`config.mk`:
```
export PLATFORM = sky130hd
export DESIGN_NAME = reg_file_sb
export DESIGN_NICKNAME = d
export VERILOG_FILES = /design/src/rtl/reg_file_sb_pkg.sv /design/src/rtl/reg_file_sb_port.sv /design/src/rtl/reg_file_sb.sv
export SDC_FILE = /design/constraint.sdc
export NUM_CORES = 2
export LEC_CHECK = 0
export BUFFER_PORTS_ARGS = -buffer_cell sky130_fd_sc_hd__buf_2
export CORE_MARGIN = 2
export CORE_UTILIZATION = 64
export DETAILED_ROUTE_END_ITERATION = 10
export GPL_ROUTABILITY_DRIVEN = 0
export PLACE_DENSITY = 0.81
export REMOVE_ABC_BUFFERS = 1
export SETUP_SLACK_MARGIN = 0.02
export SLEW_MARGIN = 20
export SYNTH_ARGS = -nofsm -noshare
export SYNTH_HDL_FRONTEND = slang
export SYNTH_SLANG_ARGS = --single-unit
```
`constraint.sdc`:
```
create_clock -name clk_i -period 6.9 [get_ports clk_i]
set_input_delay 1.38 -clock clk_i [delete_from_list [all_inputs] [get_ports clk_i]]
set_output_delay 1.38 -clock clk_i [all_outputs]
set_load 0.05 [all_outputs]
```
`src/rtl/reg_file_sb_pkg.sv`:
```
// Shared CPU register-file constants: default geometry, stack-pointer
// location and reset value, and the hard-wired zero register index.
package reg_file_sb_pkg;

   localparam int DATA_W_DEF = 32;
   localparam int ADDR_W_DEF = 5;
   localparam int SP_IDX_DEF = 29;
   localparam int SP_RST_DEF = 124;
   localparam int ZERO_IDX   = 0;

endpackage : reg_file_sb_pkg

```
`src/rtl/reg_file_sb_port.sv`:
```
// One combinational read port. A same-cycle writeback to the addressed
// register is forwarded ahead of the array. The forwarded value is only
// busy when a new producer for that register issues in the same cycle.
module reg_file_sb_port
   import reg_file_sb_pkg::*;
#(
   parameter int DATA_W = DATA_W_DEF,
   parameter int ADDR_W = ADDR_W_DEF,
   parameter int DEPTH  = 2**ADDR_W
) (
   input  logic [DEPTH-1:0][DATA_W-1:0] regs_i,
   input  logic [DEPTH-1:0]             pend_i,
   input  logic [ADDR_W-1:0]            rd_addr_i,
   input  logic                         wr_en_i,
   input  logic [ADDR_W-1:0]            wa_i,
   input  logic [DATA_W-1:0]            wd_i,
   input  logic                         wr_reissue_i,
   output logic [DATA_W-1:0]            rd_data_o,
   output logic                         rd_busy_o
);

   // Bypass mux first, then array read; register 0 is forced to zero and idle.
   always_comb begin
      rd_data_o = regs_i[rd_addr_i];
      rd_busy_o = pend_i[rd_addr_i];
      if (rd_addr_i == ADDR_W'(ZERO_IDX)) begin
         rd_data_o = '0;
         rd_busy_o = 1'b0;
      end else if (wr_en_i && (rd_addr_i == wa_i)) begin
         rd_data_o = wd_i;
         rd_busy_o = wr_reissue_i;
      end
   end

endmodule : reg_file_sb_port

```
`src/rtl/reg_file_sb.sv`:
```
// Multi-read-port register file with write-to-read bypass and a pending-write
// scoreboard used by decode to stall on RAW hazards.
// pend_o exposes the raw scoreboard vector for debug.
module reg_file_sb
   import reg_file_sb_pkg::*;
#(
   parameter int DATA_W = DATA_W_DEF,
   parameter int ADDR_W = ADDR_W_DEF,
   parameter int N_RD   = 2,
   parameter int SP_IDX = SP_IDX_DEF,
   parameter int SP_RST = SP_RST_DEF
) (
   input  logic                     clk_i,
   input  logic                     rst_i,
   input  logic [N_RD*ADDR_W-1:0]   rd_addr_i,
   output logic [N_RD*DATA_W-1:0]   rd_data_o,
   output logic [N_RD-1:0]          rd_busy_o,
   input  logic                     we_i,
   input  logic [ADDR_W-1:0]        wa_i,
   input  logic [DATA_W-1:0]        wd_i,
   input  logic                     iss_i,
   input  logic [ADDR_W-1:0]        iss_addr_i,
   input  logic                     flush_i,
   output logic [2**ADDR_W-1:0]     pend_o
);

   localparam int DEPTH = 2**ADDR_W;

   logic [DEPTH-1:0][DATA_W-1:0] regs_q, regs_d;
   logic [DEPTH-1:0]             pend_q, pend_d;
   logic                         wr_en;
   logic                         iss_en;
   logic                         wr_reissue;

   // Writes and issues aimed at register 0 are dropped here, once for all users.
   assign wr_en      = we_i  && (wa_i       != ADDR_W'(ZERO_IDX));
   assign iss_en     = iss_i && (iss_addr_i != ADDR_W'(ZERO_IDX));
   assign wr_reissue = iss_en && !flush_i && (iss_addr_i == wa_i);

   // Storage next state: single write port.
   always_comb begin
      regs_d = regs_q;
      if (wr_en) regs_d[wa_i] = wd_i;
   end

   // Scoreboard next state: flush beats issue, issue beats retiring writeback.
   always_comb begin
      pend_d = pend_q;
      if (flush_i) begin
         pend_d = '0;
      end else begin
         if (wr_en)  pend_d[wa_i]       = 1'b0;
         if (iss_en) pend_d[iss_addr_i] = 1'b1;
      end
   end

   // State registers; reset loads zeros except the stack pointer.
   always_ff @(posedge clk_i or negedge rst_i) begin
      if (!rst_i) begin
         for (int i = 0; i < DEPTH; i++) begin
            regs_q[i] <= (i == SP_IDX) ? DATA_W'(SP_RST) : '0;
         end
         pend_q <= '0;
      end else begin
         regs_q <= regs_d;
         pend_q <= pend_d;
      end
   end

   assign pend_o = pend_q;

   for (genvar k = 0; k < N_RD; k++) begin : g_rd
      reg_file_sb_port #(
         .DATA_W (DATA_W),
         .ADDR_W (ADDR_W)
      ) u_port (
         .regs_i       (regs_q),
         .pend_i       (pend_q),
         .rd_addr_i    (rd_addr_i[k*ADDR_W +: ADDR_W]),
         .wr_en_i      (wr_en),
         .wa_i         (wa_i),
         .wd_i         (wd_i),
         .wr_reissue_i (wr_reissue),
         .rd_data_o    (rd_data_o[k*DATA_W +: DATA_W]),
         .rd_busy_o    (rd_busy_o[k])
      );
   end

endmodule : reg_file_sb

```
==> results.ini <==
[detailed_routing]
drtPass1Iterations=7
drt_iter0_drc=4826
drt-total-wl_um=173000
via_count=38800
antenna_left=0
vias_per_cell=7.50
drcViolationCount=0
wl_per_cell_um=33.5

[synth]
avgSynthCellArea_um2=14.3
ys_async_sr_fraction_pct=100
syn-instance-count=3995
synth_cell_types=69
ys.flop_type=dfrtp_1
synth_edf_count=0
synthesis.area_um2=57100
ys_warn_count=0
seq_area_frac_synth_pct=46.3
ys_seq_elements=1056

[global_route]
gr-usage-met3_pct=9.45
antenna_found_initial=3
grt.busiest_layer=met2
grt_overflow_total=0
first_global_vias=40600
grt_max_degree=147
grt_util_met2_pct=59.9
grt_pass1_wl_um=262000
grt_usage_pct=38.6
met1_usage_pct=50.7

[timing]
timing.final.ws_setup_ns=0.892
setup_viol=0
worst_pin_slew_ns=1.20
tns_ns=0
min_period_over_period_pct=87.1
hold_viol=0
rsz0062_at_grt=no
fin_crit_ns=6.01
slew_violations=0
max_freq_mhz=166
maxSlewHeadroom_pct=20.1
clock_skew_ns=0

[finish]
nets=3972
drive_above_1_share_pct=47.6
layout_commonest_cell=dfrtp_1
design_area_um2=62300
synthToLayoutAreaGrowth_pct=9.05
fin_util_pct=70.5
layout_common_cells=1051 x dfrtp_1, 1001 x mux2_2, 387 x mux4_2

[die]
die_area_um2=91600
dieHeight_um=303
initial_core_util_pct=64.6
core_area_um2=88400
rows=109
die_w_um=303
floorplan.io_pins=155

[clock_tree]
numClockSinks=1056
hold_buffers=0
postCtsResizedCells=0
cts-root-buf=clkbuf_16
numCtsBuffers=109
cts_tree=yes
clk_latency_ns=0.69
clockBufferDepth=3
clkTransAtPathRegs_ns=0.06
h-tree-depth=3
post_cts_buffers=0

[worst_setup_path]
cp.required_ns=5.52
endpoint=rd_data_o[11]
path_max_fanout=41
startpoint=rd_addr_i[1]
critPathLaunchType=input port
reg2reg_slack_ns=5.89
cp_data_arrival_time_ns=4.63
path_class=in2out
end_kind=output pin
r2r_end=pend_o[29]
r2r_start=pend_o[29]
rr_worst_depth=3

[place]
hpwl_um=100000
pre_cts_ws_ns=0.970
placed_area_um2=58300
portBuffers=154

[power_and_ir_drop]
vdd.ir_drop.worst_v=0.000270
cellPowerDensity_nw_per_um2=294
cellLeakagePower_nw=27.5

[run]
maxCapViolations=0

[status]
status=finished clean

[hold_path]
min_path_type=reg2reg

report_power, final:
part	leakage [nW]	total [mW]	internal [mW]	switching, mW
clock network	1.94	6.42	3.86	2.56
logic	12.0	3.70	2.03	1.68
registers	13.6	8.21	7.34	0.872
total	27.5	18.3	13.2	5.11
area by class of cell:
cell class	instances	area (um^2)
Antenna cell	2	5.00
Clock buffer	158	3250
Clock inverter	48	684
Fill cell	5851	26100
Inverter	4	15.0
Multi-Input combinational cell	2473	28500
Sequential cell	1056	26400
Tap cell	1165	1460
Timing Repair Buffer	271	1930
metal layers:
metal	share of wire (%)	vias to the layer above	routed length, um
met5	0	-	0
met4	6.6	0	11400
met3	11	733	19000
met2	46	2529	80000
met1	36	20200	62800
li1	-	15300	-
state kept, by name, summed over array words and instances (netlist names):
signal,cells
pend_o,32
regs_q,1024
cell families (layout without fill, tap and decap cells):
group           count (synthesis)  in the layout  synth area share [%]
compound gates                511            511                  6.61
xor+xnor                       14             14                 0.215
buf+inv                       466            481                  4.10
flops                        1056           1056                  46.3
mux                          1670           1670                  40.2
other cells                     0              2                     0
simple gates                  278            278                  2.56
synthesized netlist by cell type (all sizes together) (12+ instances only):
master     n  area [um^2]
mux4     397         8980
nor2b     22          138
a21oi     57          289
buf      252         1540
o221ai    32          280
xnor2     12          105
mux2    1006        11300
o22ai     74          463
o21ai     33          165
clkbuf   210          791
a221oi    44          392
a211oi    63          478
nand2b    12         75.1
nand2     80          325
dfrtp   1051        26300
a211o     21          184
nor4      14         93.8
a22o      23          201
nor3      30          155
mux2i    267         2670
a22oi    116          871
nor2      67          254
a32o      20          200
nand3     12         60.1
worst max-delay path, cell delays in order:
cell	delay, ns
clkbuf_8	0.43
clkinv_1	0.48
nand2_1	0.76
buf_4	0.32
o22ai_1	0.09
o22a_1	0.24
a211oi_1	0.45
buf_2	0.36
worst min-delay path by stage:
stage,start,endpoint,cells after the start
after CTS,regs_q[20],regs_q[20],0
after global placement,regs_q[2],regs_q[2],0
after detailed placement,regs_q[28],regs_q[28],0
final,regs_q[21],regs_q[21],0
after floorplan,regs_q[14],regs_q[14],0
after global routing,regs_q[0],regs_q[0],0
metrics by stage:
step | hold slack (ns) | cells | power [mW]
final | 0.397 | 5177 | 18.3
after CTS | 0.398 | 5175 | 18.3
after global placement | 0.376 | 4969 | 11.7
after detailed placement | 0.384 | 4969 | 11.9
after global routing | 0.411 | 5176 | 19.0
after floorplan | 0.363 | 3533 | 10.6
No activity file was read; power rests on OpenSTA's default activity.
